**src/rtl/plazer_st_pkg.sv**
```systemverilog
`default_nettype none
// ============================================================================
// Module  : plazer_st_pkg
// Brief   : Marker codes and decoder state shared by the byte/packet converters
// Revision: 1.0
// ============================================================================
package plazer_st_pkg;

    localparam logic [7:0] SOP_CHAR  = 8'h7A;
    localparam logic [7:0] EOP_CHAR  = 8'h7B;
    localparam logic [7:0] CHAN_CHAR = 8'h7C;
    localparam logic [7:0] ESC_CHAR  = 8'h7D;
    localparam logic [7:0] ESC_XOR   = 8'h20;

    typedef enum logic [1:0] {
        NORMAL   = 2'd0,
        ESC      = 2'd1,
        CHAN     = 2'd2,
        CHAN_ESC = 2'd3
    } decoder_state_t;

endpackage
`default_nettype wire

```
**src/rtl/plazer_master_0_bytes_to_packets.sv**
```systemverilog
`default_nettype none
// ============================================================================
// Module  : plazer_master_0_bytes_to_packets
// Brief   : Decodes an escaped byte stream into channelised packet beats
// Revision: 1.0
// ============================================================================
module plazer_master_0_bytes_to_packets
    import plazer_st_pkg::*;
#(
    parameter int CHANNEL_WIDTH = 8
) (
    input  logic                     clk,
    input  logic                     reset_n,
    output logic                     in_ready,
    input  logic                     in_valid,
    input  logic [7:0]               in_data,
    input  logic                     out_ready,
    output logic                     out_valid,
    output logic [7:0]               out_data,
    output logic                     out_startofpacket,
    output logic                     out_endofpacket,
    output logic [CHANNEL_WIDTH-1:0] out_channel
);

    decoder_state_t r_state;
    logic [7:0]     r_channel;
    logic           r_pending_sop;
    logic           r_pending_eop;

    logic           w_accept;
    logic           w_emit;
    logic [7:0]     w_emit_data;
    logic           w_set_sop;
    logic           w_set_eop;
    logic           w_chan_load;
    logic [7:0]     w_chan_data;
    decoder_state_t w_next_state;

    assign in_ready = !out_valid || out_ready;
    assign w_accept = in_valid && in_ready;

    always_comb begin
        w_emit       = 1'b0;
        w_emit_data  = in_data;
        w_set_sop    = 1'b0;
        w_set_eop    = 1'b0;
        w_chan_load  = 1'b0;
        w_chan_data  = in_data;
        w_next_state = r_state;
        case (r_state)
            NORMAL, CHAN: begin
                if (r_state == CHAN && in_data == ESC_CHAR) begin
                    w_next_state = CHAN_ESC;
                end else begin
                    // A marker inside a channel sequence aborts it and is handled as in NORMAL
                    case (in_data)
                        SOP_CHAR: begin
                            w_set_sop    = 1'b1;
                            w_next_state = NORMAL;
                        end
                        EOP_CHAR: begin
                            w_set_eop    = 1'b1;
                            w_next_state = NORMAL;
                        end
                        CHAN_CHAR: w_next_state = CHAN;
                        ESC_CHAR:  w_next_state = ESC;
                        default: begin
                            if (r_state == NORMAL) begin
                                w_emit = 1'b1;
                            end else begin
                                w_chan_load  = 1'b1;
                                w_next_state = NORMAL;
                            end
                        end
                    endcase
                end
            end
            ESC: begin
                w_emit       = 1'b1;
                w_emit_data  = in_data ^ ESC_XOR;
                w_next_state = NORMAL;
            end
            CHAN_ESC: begin
                w_chan_load  = 1'b1;
                w_chan_data  = in_data ^ ESC_XOR;
                w_next_state = NORMAL;
            end
            default: w_next_state = NORMAL;
        endcase
    end

    always_ff @(posedge clk or negedge reset_n) begin
        if (!reset_n) begin
            r_state           <= NORMAL;
            r_channel         <= 8'h00;
            r_pending_sop     <= 1'b0;
            r_pending_eop     <= 1'b0;
            out_valid         <= 1'b0;
            out_data          <= 8'h00;
            out_startofpacket <= 1'b0;
            out_endofpacket   <= 1'b0;
            out_channel       <= '0;
        end else begin
            if (w_accept) begin
                r_state <= w_next_state;
                if (w_chan_load) begin
                    r_channel <= w_chan_data;
                end
            end
            if (w_accept && w_emit) begin
                out_valid         <= 1'b1;
                out_data          <= w_emit_data;
                out_startofpacket <= r_pending_sop;
                out_endofpacket   <= r_pending_eop;
                out_channel       <= r_channel[CHANNEL_WIDTH-1:0];
                r_pending_sop     <= 1'b0;
                r_pending_eop     <= 1'b0;
            end else begin
                if (out_ready) begin
                    out_valid <= 1'b0;
                end
                if (w_accept && w_set_sop) begin
                    r_pending_sop <= 1'b1;
                end
                if (w_accept && w_set_eop) begin
                    r_pending_eop <= 1'b1;
                end
            end
        end
    end

endmodule
`default_nettype wire
```
**config.mk**
```make
export PLATFORM = sky130hd
export DESIGN_NAME = plazer_master_0_bytes_to_packets
export DESIGN_NICKNAME = d
export VERILOG_FILES = /design/src/rtl/plazer_st_pkg.sv /design/src/rtl/plazer_master_0_bytes_to_packets.sv
export SDC_FILE = /design/constraint.sdc
export NUM_CORES = 1
export LEC_CHECK = 0
export ABC_AREA = 0
export BUFFER_PORTS_ARGS = -buffer_cell sky130_fd_sc_hd__buf_2
export CORE_MARGIN = 10
export CORE_UTILIZATION = 55
export CTS_BUF_LIST = sky130_fd_sc_hd__clkbuf_8
export CTS_CLUSTER_SIZE = 8
export DETAILED_ROUTE_END_ITERATION = 10
export PLACE_DENSITY = 0.88
export SLEW_MARGIN = 20
export SYNTH_ARGS = -nofsm -noshare
export SYNTH_HDL_FRONTEND = slang
export SYNTH_SLANG_ARGS = --single-unit
export TNS_END_PERCENT = 50
```
**constraint.sdc**
```tcl
create_clock -name clk -period 2.15 [get_ports clk]
set_clock_uncertainty 0.15 [all_clocks]
set_input_delay 0 -clock clk [delete_from_list [all_inputs] [get_ports clk]]
set_output_delay 0 -clock clk [all_outputs]
set_load 0.01 [all_outputs]
```
### Word-level counts from Yosys, hierarchy flattened

Cells that the tools add are included.
Widths: inputs -> output; s select.

| word-level totals | value |
|---|---|
| output and inout port bits | 20 |
| logic and storage cells | 61 |
| bits in registers | 31 |

| cells by class | value |
|---|---|
| mux-type cells | 26 |
| bitwise operators | 1 |
| reduce and logical (&&, ||, !) cells | 17 |
| eq/ne operators | 8 |

Operators with widths:

| cell | count |
|---|---|
| $eq 8x7->1 const B | 4 |
| $mux 1 | 18 |
| $mux 6 | 2 |
| $ne 6x5->1 const B | 1 |
| $pmux 2 s3 | 1 |
| $reduce_bool 2->1 | 3 |
| $reduce_or 2->1 | 3 |
| $logic_and 1x1->1 | 5 |
| $eq 2x2->1 const B | 2 |
| $mux 2 | 2 |
| $pmux 1 s2 | 2 |
| $pmux 2 s2 | 1 |
| $reduce_and 2->1 | 2 |
| $reduce_or 4->1 | 1 |
| $eq 2x1->1 const B | 1 |
| $logic_not 2->1 | 1 |
| $logic_not 1->1 | 1 |
| $logic_or 1x1->1 | 1 |
| $not 1->1 | 1 |

### Longest topological paths before layout

| depth | value |
|---|---|
| word-level depth | 7 |
| depth in mapped cells | 7 |
| depth with buffers taken out | 4 |

### Least setup slack after synthesis

Ideal clock, no wire load.

| timing path | value |
|---|---|
| path type | register to register |
| from | register out_valid |
| to | register out_channel[0] |
| stages on the path, launching flop included | 8 |
| required time | 1.875 ns |
| arrival | 1.599 ns |
| slack | 0.276 ns |
| setup time | 0.125 ns |
| path buffers | 3 |
| path through | dfrtp_1 nand2b_1 clkbuf_1 nand2b_1 buf_2 nor2_4 buf_6 mux2_4 |

| between the ends | value |
|---|---|
| longest elaborated chain between the ends | 4 |

RTL lines:

| what | RTL line | source |
|---|---|---|
| start: declaration | plazer_master_0_bytes_to_packets.sv:18 | `output logic out_valid,` |
| start signal: assignment | plazer_master_0_bytes_to_packets.sv:98 | `out_valid <= 1'b0;` |
| start signal: assignment | plazer_master_0_bytes_to_packets.sv:111 | `out_valid <= 1'b1;` |
| start signal: assignment | plazer_master_0_bytes_to_packets.sv:120 | `out_valid <= 1'b0;` |
| $logic_not 1->1 | plazer_master_0_bytes_to_packets.sv:39 | `assign in_ready = !out_valid \|\| out_ready;` |
| $logic_or 1x1->1 | plazer_master_0_bytes_to_packets.sv:39 |  |
| via in_ready | plazer_master_0_bytes_to_packets.sv:14 | `output logic in_ready,` |
| $logic_and 1x1->1 | plazer_master_0_bytes_to_packets.sv:40 | `assign w_accept = in_valid && in_ready;` |
| $logic_and 1x1->1 | plazer_master_0_bytes_to_packets.sv:110 | `if (w_accept && w_emit) begin` |
| end signal: assignment | plazer_master_0_bytes_to_packets.sv:115 | `out_channel <= r_channel[CHANNEL_WIDTH-1:0];` |
| end: declaration | plazer_master_0_bytes_to_packets.sv:22 | `output logic [CHANNEL_WIDTH-1:0] out_channel` |

The timed path passes the listed nets, and every way through them passes these cells.
A chain may end at the register's enable or synchronous reset.

### Final worst setup path

| timing path | value |
|---|---|
| from | input port in_data[1] |
| to | register out_channel[6] |

| between the ends | value |
|---|---|
| longest elaborated chain between the ends | 6 |

RTL lines:

| what | RTL line | source |
|---|---|---|
| start: declaration | plazer_master_0_bytes_to_packets.sv:16 | `input logic [7:0] in_data,` |
| $eq 8x7->1 (on tied branches) | plazer_master_0_bytes_to_packets.sv:52, plazer_master_0_bytes_to_packets.sv:56 |  |
| $reduce_or 4->1 (no line) | - |  |
| $mux 1 | plazer_master_0_bytes_to_packets.sv:56 | `case (in_data)` |
| $mux 1 * | plazer_master_0_bytes_to_packets.sv:52 | `if (r_state == CHAN && in_data == ESC_CHAR) begin` |
| $pmux 1 s2 * | plazer_master_0_bytes_to_packets.sv:50 | `case (r_state)` |
| $logic_and 1x1->1 * | plazer_master_0_bytes_to_packets.sv:110 |  |

Every way passes the cells marked *; elsewhere a longest branch is shown, timed or not.

==> flow_summary_export.csv <==
group,metric,value,unit
run_status,status,"finished, final reports clean",
worst_setup_path,cp_top_family,"buffers and inverters",
sta,fmax,0.5211,GHz
drt,met3_length,318,microns
final_layout,fin_util,0.7202,
pwr,peakVddDrop,0.0009681,V
place,place_area,1603,sq um
final_layout,areaGrowthSynthToFinish,24.32,%
clock_network,root_buffer,"clkbuf_8",
sta,timing.final.crit_share,0.8925,
worst_setup_path,required,2.17,ns
clock_network,cts_hold_buf,10,
worst_setup_path,critPathLaunch,"in_data[1]",
floorplan,core.rowCount,18,
logic_synthesis,synth-edff-count,0,
logic_synthesis,yosys.area.top_type,"dfrtp_1",
logic_synthesis,synth_area_leaders,"dfrtp_1, mux2_4, mux2_2",
final_layout,n_antenna_cell,0,
drt,wl_met1,1448,microns
global_routing,antenna_found_initial,0,
logic_synthesis,yosysUniqueCellTypes,32,
sta,maxSlewViolCount,0,
worst_hold_path,hold_class,"primary input to flop",
clock_network,numCtsBuffers,5,
worst_setup_path,critPathKind,"primary input to flop",
drt,wirelength,3437,microns
final_layout,final_area,1784,sq um
global_routing,overflow,0,
final_layout,drive_gt1_frac,0.3333,
floorplan,die_h,71.08,microns
worst_hold_path,hold_path_depth,3,
drt,dr.pass1.iters,6,
worst_setup_path,path_cells,"dlygate4sd3_1, buf_2, xor2_2, nor3b_4, nor2_4, mux2_2",
worst_setup_path,r2r_slack,0.27,ns
drt,antenna_left,0,
place,portBuffers,31,
floorplan,coreArea,2477,sq um
logic_synthesis,synth_top_cells_by_count,"dfrtp_1, nor2_1, nand2_1, mux2_4",
drt,maxUsedRoutingLayer,"met4",
worst_setup_path,crit_fanout,14,
logic_synthesis,synth-async-reset-ratio,1.000,
logic_synthesis,ys_seq_elements,31,
worst_setup_path,slowest_delay,0.55,ns
worst_setup_path,critPathBufInv,2,
job,drv_cap,0,
global_routing,grt_pass1_wl,5837,microns
worst_setup_path,startpoint_type,"primary input",
clock_network,cts_tree,"built",
logic_synthesis,netlist_instances,120,
clock_network,clock_path_buffers,2,
worst_setup_path,reg2reg_to,"out_channel[6]",
sta,maxSlewHeadroom,0.5604,
clock_network,clkTransAtPathRegs,0.06,ns
worst_setup_path,path_depth,6,
worst_setup_path,cp-endpoint,"out_channel[6]",
sta,whs,0.04150,ns
logic_synthesis,synthFlopType,"dfrtp_1",
pwr,p_leak,0.8753,nW
logic_synthesis,synthesis.yosys.warnings,0,
drt,wl_met2,1639,microns
logic_synthesis,yosysSeqAreaShare,0.5405,
logic_synthesis,synth_nets,132,
floorplan,io_pins,32,
sta,tightest_slew,0.6594,ns
global_routing,grt_max_degree,32,
worst_setup_path,worstPathArrival,1.94,ns
sta,rsz0062_at_grt,"no",
clock_network,clk_latency,0.28,ns
worst_setup_path,r2r_cells,4,
clock_network,cts_resized,0,
global_routing,grt_use_total,0.1433,
pwr,powerDensity,1024,nW/um^2
drt,drt-wirelength-per-cell,17.63,microns
worst_setup_path,r2r_start,"r_state[1]",
logic_synthesis,avgSynthCellArea,11.96,sq um
clock_network,post_cts_buffers,0,
drt,drt_iter0_markers,90,
sta,finalHoldViolCount,0,
floorplan,die_width,71.08,microns
floorplan,dieArea,5052,sq um
drt,remaining_drc_errors,0,
global_routing,grt_pass1_vias,1146,
logic_synthesis,synth_top_area_frac,0.5405,
sta,finalSetupTns,0,ns
clock_network,cts.sinks,31,
sta,setup_viol,0,
clock_network,htreeDepth,2,
sta,layout_min_cycle_time,1.919,ns
worst_setup_path,end_kind,"flop",
final_layout,layout.nets,176,
logic_synthesis,synth.most_common_cell,"dfrtp_1",
place,dp_hpwl,2370,microns
drt,via_per_inst,5.790,
drt,vias,1129,
floorplan,start_util,0.5793,
logic_synthesis,netlist_area,1435,sq um
place,gp_congestion,0.8358,
worst_setup_path,slowest_stage,"dlygate4sd3_1",
==> how the worst min path moves through the flow <==
stage / endpoint / from / slack [ns]
floorplan: out_channel[0] / reset_n / -0.45
global placement: out_channel[1] / reset_n / -0.09
detailed placement: out_channel[1] / reset_n / -0.08
CTS: out_valid / out_ready / 0.05
global route: out_valid / out_ready / 0.13
finish: out_valid / out_ready / 0.04
==> placed cells by master (no fill, tap or decap) <==
cell           count
clkbuf_8           5
nand2b_1           4
buf_4              1
a22o_1             2
nor4_1             1
o22a_1             1
nand3_1            2
a41oi_1            1
buf_2             31
clkinv_2           1
mux2_4             8
xnor2_1            1
nor2_1            11
o22ai_1            4
dfrtp_1           31
nand2_1            9
inv_1              4
a22oi_1            4
nor2b_1            3
nand4_1            3
nand4b_1           1
and3b_1            1
nor3_1             1
mux2i_1            4
nor3b_4            1
a21oi_1            6
mux2_2             6
xor2_2             1
nor2_4             1
o21ai_0            2
dlygate4sd3_1     10
a2bb2oi_1          2
and3_1             2
==> layout make-up <==
| type | count | area (sq um) |
|---|---|---|
| Tap cell | 30 | 37.54 |
| Multi-Input combinational cell | 82 | 619.3 |
| Sequential cell | 31 | 775.7 |
| Inverter | 2 | 7.507 |
| Clock buffer | 5 | 68.82 |
| Fill cell | 177 | 693.2 |
| Clock inverter | 3 | 12.51 |
| Timing Repair Buffer | 42 | 262.8 |
==> sequential cells by signal, summed over array words and instances, names as in the netlist <==
signal and cells:
out_channel 8, r_state 2, out_endofpacket 1, out_startofpacket 1, out_data 8, r_pending_sop 1
r_pending_eop 1, r_channel 8, out_valid 1
==> stage by stage <==
stage,power [mW],cells,worst slack [ns]
2_1_floorplan,1.184,120,0.2762
3_3_place_gp,1.368,177,0.3522
3_5_place_dp,1.400,177,0.2670
4_1_cts,1.844,195,0.2558
5_1_grt,1.948,195,0.1581
6_report,1.827,195,0.2310
==> report_power, final <==
part           switching, mW  internal (mW)
logic                  0.248          0.282
clock network          0.209          0.217
registers              0.112          0.760
total                  0.569           1.26
==> cell families (layout without fill, tap and decap cells) <==
logic type | after synthesis | count (layout) | synth area share
multiplexers | 18 | 18 | 0.1587
buffers and inverters | 7 | 52 | 0.02790
XOR/XNOR | 2 | 2 | 0.01744
AND/OR/NAND/NOR | 40 | 40 | 0.1526
AO/OA/AOI/OAI | 22 | 22 | 0.1029
flip-flops | 31 | 31 | 0.5405
==> layer usage <==
metal,up-vias,track usage
met5,-,0
met3,5,0.06137
met2,63,0.2275
li1,524,-
met1,537,0.1711
met4,0,0.04516
==> worst reg2reg max path, delay by kind of cell, from the launching register on <==
kind	cells	cell delay, ns
DFF	1	0.40
muxes	1	0.40
and+or+nand+nor	3	0.83
(Power assumes the default switching activity.)
